`src/rtl/repeated_sub_divider_pkg.sv`:
```
// Shared definitions for the repeated-subtraction divider.
//   divider_state_t : FSM encoding (IDLE, RUN, DONE on 2 bits)
//   DEFAULT_WIDTH   : default operand / result width
package divider_pkg;

  localparam int DEFAULT_WIDTH = 8;

  typedef enum logic [1:0] {
    IDLE = 2'd0,
    RUN  = 2'd1,
    DONE = 2'd2
  } divider_state_t;

endpackage

```
`src/rtl/repeated_sub_divider_if.sv`:
```
// Handshake and result bundle of the repeated-subtraction divider.
//   start/dividend/divisor : request side, driven by the master
//   busy/done              : status, driven by the divider
//   quotient/remainder     : results, held until the next accepted start
//   div_by_zero            : flag raised with done when the divisor was 0
interface repeated_sub_divider_if import divider_pkg::*; #(
  parameter int WIDTH = DEFAULT_WIDTH
);

  logic             start;
  logic [WIDTH-1:0] dividend;
  logic [WIDTH-1:0] divisor;
  logic             busy;
  logic             done;
  logic [WIDTH-1:0] quotient;
  logic [WIDTH-1:0] remainder;
  logic             div_by_zero;

  modport master (
    output start, dividend, divisor,
    input  busy, done, quotient, remainder, div_by_zero
  );

  modport slave (
    input  start, dividend, divisor,
    output busy, done, quotient, remainder, div_by_zero
  );

endinterface

```
`src/rtl/repeated_sub_divider.sv`:
```
// Sequential unsigned divider: subtracts the divisor once per cycle until
// the remainder drops below it, counting subtractions into the quotient.
//   CLK : system clock, rising edge
//   RST : asynchronous active-high reset (aborts any running division)
//   bus : repeated_sub_divider_if slave (start/operands in, status/results out)
// Latency from the accepting edge to done: Q+1 edges, or 0 edges when the
// divisor is zero (done then appears in the very next cycle).
module repeated_sub_divider import divider_pkg::*; #(
  parameter int WIDTH = DEFAULT_WIDTH
) (
  input logic                   CLK,
  input logic                   RST,
  repeated_sub_divider_if.slave bus
);

  divider_state_t   state_r;
  divider_state_t   state_next_s;
  logic [WIDTH-1:0] divisor_r;
  logic [WIDTH-1:0] quotient_r;
  logic [WIDTH-1:0] remainder_r;
  logic             div_by_zero_r;
  logic             ge_s;
  logic             busy_s;
  logic             done_s;

  // Compare precedes subtract, so the subtraction can never underflow.
  assign ge_s = (remainder_r >= divisor_r);

  // State register.
  always_ff @(posedge CLK or posedge RST) begin
    if (RST) begin
      state_r <= IDLE;
    end else begin
      state_r <= state_next_s;
    end
  end

  // Next-state decode.
  always_comb begin
    state_next_s = state_r;
    case (state_r)
      IDLE: begin
        if (bus.start) begin
          // A zero divisor skips RUN entirely and reports in the next cycle.
          state_next_s = (bus.divisor == {WIDTH{1'b0}}) ? DONE : RUN;
        end else begin
          state_next_s = IDLE;
        end
      end
      RUN: begin
        if (ge_s) begin
          state_next_s = RUN;
        end else begin
          state_next_s = DONE;
        end
      end
      DONE:    state_next_s = IDLE;
      default: state_next_s = IDLE;
    endcase
  end

  // Operand latch and quotient/remainder datapath.
  always_ff @(posedge CLK or posedge RST) begin
    if (RST) begin
      divisor_r     <= {WIDTH{1'b0}};
      quotient_r    <= {WIDTH{1'b0}};
      remainder_r   <= {WIDTH{1'b0}};
      div_by_zero_r <= 1'b0;
    end else begin
      case (state_r)
        IDLE: begin
          if (bus.start) begin
            if (bus.divisor == {WIDTH{1'b0}}) begin
              quotient_r    <= {WIDTH{1'b1}};
              remainder_r   <= bus.dividend;
              div_by_zero_r <= 1'b1;
            end else begin
              divisor_r     <= bus.divisor;
              quotient_r    <= {WIDTH{1'b0}};
              remainder_r   <= bus.dividend;
              div_by_zero_r <= 1'b0;
            end
          end
        end
        RUN: begin
          // Quotient cannot wrap: at most 2^WIDTH-1 subtractions of a divisor >= 1.
          if (ge_s) begin
            remainder_r <= remainder_r - divisor_r;
            quotient_r  <= quotient_r + {{(WIDTH-1){1'b0}}, 1'b1};
          end
        end
        default: begin
          quotient_r  <= quotient_r;
          remainder_r <= remainder_r;
        end
      endcase
    end
  end

  // Status outputs decoded directly from the state register.
  always_comb begin
    busy_s = 1'b0;
    done_s = 1'b0;
    case (state_r)
      IDLE: begin
        busy_s = 1'b0;
        done_s = 1'b0;
      end
      RUN: begin
        busy_s = 1'b1;
        done_s = 1'b0;
      end
      DONE: begin
        busy_s = 1'b1;
        done_s = 1'b1;
      end
      default: begin
        busy_s = 1'b0;
        done_s = 1'b0;
      end
    endcase
  end

  assign bus.busy        = busy_s;
  assign bus.done        = done_s;
  assign bus.quotient    = quotient_r;
  assign bus.remainder   = remainder_r;
  assign bus.div_by_zero = div_by_zero_r;

endmodule

```
`src/flat_wrapper.sv`:
```
// flat-port wrapper written by rule: the top's interface ports become plain ports
module repeated_sub_divider_flat import divider_pkg::*;
#(
  parameter int WIDTH = DEFAULT_WIDTH
)
  (CLK, RST, bus_start, bus_dividend, bus_divisor, bus_busy, bus_done, bus_quotient, bus_remainder, bus_div_by_zero);
  repeated_sub_divider_if #(.WIDTH(WIDTH)) bus_i ();
  input logic CLK;
  input logic RST;
  input wire logic [$bits(bus_i.start)-1:0] bus_start;
  input wire logic [$bits(bus_i.dividend)-1:0] bus_dividend;
  input wire logic [$bits(bus_i.divisor)-1:0] bus_divisor;
  output wire logic [$bits(bus_i.busy)-1:0] bus_busy;
  output wire logic [$bits(bus_i.done)-1:0] bus_done;
  output wire logic [$bits(bus_i.quotient)-1:0] bus_quotient;
  output wire logic [$bits(bus_i.remainder)-1:0] bus_remainder;
  output wire logic [$bits(bus_i.div_by_zero)-1:0] bus_div_by_zero;
  assign bus_i.start = bus_start;
  assign bus_i.dividend = bus_dividend;
  assign bus_i.divisor = bus_divisor;
  assign bus_busy = bus_i.busy;
  assign bus_done = bus_i.done;
  assign bus_quotient = bus_i.quotient;
  assign bus_remainder = bus_i.remainder;
  assign bus_div_by_zero = bus_i.div_by_zero;
  repeated_sub_divider #(.WIDTH(WIDTH)) u_core (.CLK(CLK), .RST(RST), .bus(bus_i));
endmodule
```
`config.mk`:
```
export PLATFORM = sky130hd
export DESIGN_NAME = repeated_sub_divider_flat
export DESIGN_NICKNAME = d
export VERILOG_FILES = /design/src/rtl/repeated_sub_divider_pkg.sv /design/src/rtl/repeated_sub_divider_if.sv /design/src/rtl/repeated_sub_divider.sv /design/src/flat_wrapper.sv
export SDC_FILE = /design/constraint.sdc
export NUM_CORES = 1
export LEC_CHECK = 0
export BUFFER_PORTS_ARGS = -buffer_cell sky130_fd_sc_hd__buf_2
export CAP_MARGIN = 20
export CELL_PAD_IN_SITES_DETAIL_PLACEMENT = 1
export CELL_PAD_IN_SITES_GLOBAL_PLACEMENT = 2
export CORE_UTILIZATION = 36
export CTS_BUF_LIST = sky130_fd_sc_hd__clkbuf_8
export DETAILED_ROUTE_END_ITERATION = 10
export GPL_TIMING_DRIVEN = 0
export HOLD_SLACK_MARGIN = 0.03
export PLACE_DENSITY = 0.93
export SYNTH_ARGS = -nofsm -noshare
export SYNTH_HDL_FRONTEND = slang
export SYNTH_SLANG_ARGS = --single-unit
```
`constraint.sdc`:
```
create_clock -name CLK -period 3.7 [get_ports CLK]
set_input_delay 0.37 -clock CLK [delete_from_list [all_inputs] [get_ports CLK]]
set_output_delay 0.37 -clock CLK [all_outputs]
set_load 0.005 [all_outputs]
```
==> impl_metrics.json <==
{
  "outcome": "complete, but fails checks",
  "violations": "design-rule violations",
  "fill_cells": 573,
  "dp_hpwl_um": 3473,
  "dieArea_mm2": 0.005156,
  "gp_congestion": 0.8024,
  "p_total_uw": 2121,
  "skew_ns": 0.002275,
  "post_dp_cell_area_mm2": 0.002007,
  "core.rowCount": 25,
  "grt_max_degree": 28,
  "port_buffers": 37,
  "cts_buffers": 3,
  "layout-drive-gt1-share_pct": 22.65,
  "final_common_cell": "buf_2",
  "multi_input_area_um2": 985.9,
  "synth_area_per_cell_um2": 9.184,
  "synth-edff-count": 0,
  "critPathLaunchType": "flop",
  "min_path_cells": 3,
  "cellLeakagePower_uw": 0.0009943,
  "die_w_um": 71.81,
  "grt_pass1_wl_um": 7859,
  "avgRoutedWirePerCell_um": 15.77,
  "cts_setup_buffers": 0,
  "async_reset_ff_share_pct": 100.0,
  "cp.required_ns": 3.91,
  "grtUsageTotal_pct": 19.53,
  "tightest_slew_ns": 0.7822,
  "setup-violations-final": 0,
  "fp.dieH_um": 71.81,
  "slew_viol_final": 0,
  "first_pass_iters": 7,
  "drtAntennaViolNets": 0,
  "cts_root_buf": "clkbuf_8",
  "wirelength_um": 4541,
  "period_minus_slack_ns": 2.612,
  "ir_drop_mv": 0.4034,
  "p_per_area_mw_per_mm2": 1015,
  "synthFlopType": "dfrtp_1",
  "yosysSeqAreaShare_pct": 38.52,
  "diodes": 0,
  "route.detailed.drc": 2,
  "cts.sink_count": 27,
  "cp.arrival_ns": 2.82,
  "clockBufferDepth": 2,
  "ctsHoldBuffers": 0,
  "coreArea_mm2": 0.004692,
  "htree_levels": 1,
  "r2r_cells": 9,
  "cts_tree": "built",
  "synth_cells": 191,
  "antenna_found_initial": 0,
  "netlist_area_mm2": 0.001754,
  "layout_common_cells": "39 x buf_2, 27 x dfrtp_1, 20 x o21ai_0",
  "vias": 1584,
  "path_clk_slew_ns": 0.10,
  "cts_resized": 0,
  "ys_seq_elements": 27,
  "fin_crit_sh_pct": 70.60,
  "drt_iter0_drc": 41,
  "path_class": "reg2reg",
  "fmax_mhz": 382.8,
  "clk_latency_ns": 0.28,
  "synth_cell_types": 52,
  "finish.instance_area_mm2": 0.002090,
  "rsz0062_at_grt": "false",
  "synth_nets": 223,
  "overflow": 0,
  "drv_cap": 0,
  "num_io_pins": 38,
  "area_delta_synth_final_pct": 19.12,
  "regArea_um2": 675.6,
  "viasPerCell": 5.500,
  "start_util_pct": 37.39,
  "synth_warnings": 0,
  "min_path_type": "in2reg",
  "relSlewSlack_pct": 47.54,
  "grt_pass1_vias": 1578,
  "rrSetupSlack_ns": 1.09,
  "hold_viol": 0,
  "cp_max_fo": 8,
  "endpoint_kind": "flop",
  "layout.nets": 267,
  "setup_tns_ns": 0
}
==> kinds of logic (layout without fill, tap and decap cells) <==
logic type,after synthesis,in the layout,share of synthesized area [%]
mux,3,3,1.783
simple gates,45,45,13.41
flops,27,27,38.52
buf+inv,23,66,5.278
compound gates,77,77,29.82
xor+xnor,3,3,1.498
fa+ha+maj,13,13,9.700
==> critical path, stage by stage, from the launching register on <==
cell and delay, ns:
dfrtp_1 0.40, inv_1 0.06, ha_1 0.23, fa_1 0.44
nor2b_4 0.14, o21ai_2 0.09, a311oi_4 0.50, nor2_2 0.18
o32a_1 0.38, o211ai_2 0.13
==> cell usage after synthesis, types with 2 or more instances <==
cell type  instances  share of area, %
a31oi_1            5               1.8
o22a_1             5               2.5
nand4_1            2              0.71
o21ai_1            4               1.1
a21o_1             2              0.86
a41oi_1            2               1.0
a21oi_1           14               4.0
nor3_1             3              0.86
and3_1             2              0.71
dfrtp_1           27                39
o22ai_1            4               1.4
a22o_1             4               2.0
mux2i_1            2               1.1
ha_1              12               8.6
nor4_1             3               1.1
o21a_1             2              0.86
clkbuf_1           2              0.43
o21ai_0           20               5.7
nor2b_1            3               1.1
o21bai_1           2              0.86
xor2_1             2               1.0
nand2_1           19               4.1
nor2_1             3              0.64
buf_2              2              0.57
nand3_1            2              0.57
inv_1             17               3.6
==> path summary, 6_finish.rpt <==
kind / start / to
min in group asynchronous: RST / u_core.bus.quotient[4]$_DFFE_PP0P_
min: bus_divisor[5] / u_core.divisor_r[5]$_DFFE_PP0P_
min reg2reg: u_core.bus.div_by_zero$_DFFE_PP0P_ / u_core.bus.div_by_zero$_DFFE_PP0P_
max reg2reg: u_core.bus.remainder[0]$_DFFE_PP0P_ / u_core.bus.quotient[3]$_DFFE_PP0P_
max: u_core.bus.remainder[0]$_DFFE_PP0P_ / u_core.bus.quotient[3]$_DFFE_PP0P_
max in group asynchronous: RST / u_core.bus.remainder[6]$_DFFE_PP0P_
==> flip-flops by register name, summed over array words and instances, names as in the netlist <==
| signal | flops |
|---|---|
| u_core.bus.remainder | 8 |
| u_core.bus.div_by_zero | 1 |
| u_core.state_r | 2 |
| u_core.bus.quotient | 8 |
| u_core.divisor_r | 8 |
==> stage by stage <==
step / hold WS [ns] / setup slack, ns / util (%) / cells
after detailed placement: 0.4710 / 1.105 / 42.77 / 282
after global routing: 0.3185 / 0.8665 / 44.53 / 288
after CTS: 0.2993 / 1.083 / 43.73 / 286
after global placement: 0.4569 / 1.131 / 42.77 / 282
after floorplan: 0.4227 / 1.395 / - / 191
final: 0.3039 / 1.088 / 44.53 / 288
==> where the power goes <==
| part | switching, µW | leakage (µW) | internal (µW) |
|---|---|---|---|
| logic | 814 | 0.000633 | 587 |
| registers | 116 | 0.000335 | 431 |
| clock network | 98.0 | 0.0000269 | 74.7 |
| total | 1030 | 0.000994 | 1090 |
==> layer usage <==
layer  wire, µm  part of all wire (%)  up-vias  global-route usage (%)
li1           -                     -      791                       -
met1       2347                    52      763                   29.27
met2       2019                    44       25                   29.56
met3        112                   2.5        5                   2.110
met4         62                   1.4        0                   5.882
met5          0                     0        -                       0
==> layout make-up <==
type / count / area share [%]
Sequential cell: 27 / 32.34
Clock inverter: 1 / 0.1796
Buffer: 5 / 1.198
Inverter: 18 / 3.234
Multi-Input combinational cell: 141 / 47.19
Clock buffer: 3 / 1.976
Tap cell: 54 / 3.234
Timing Repair Buffer: 39 / 10.66
No activity file was read; power rests on OpenSTA's default activity.
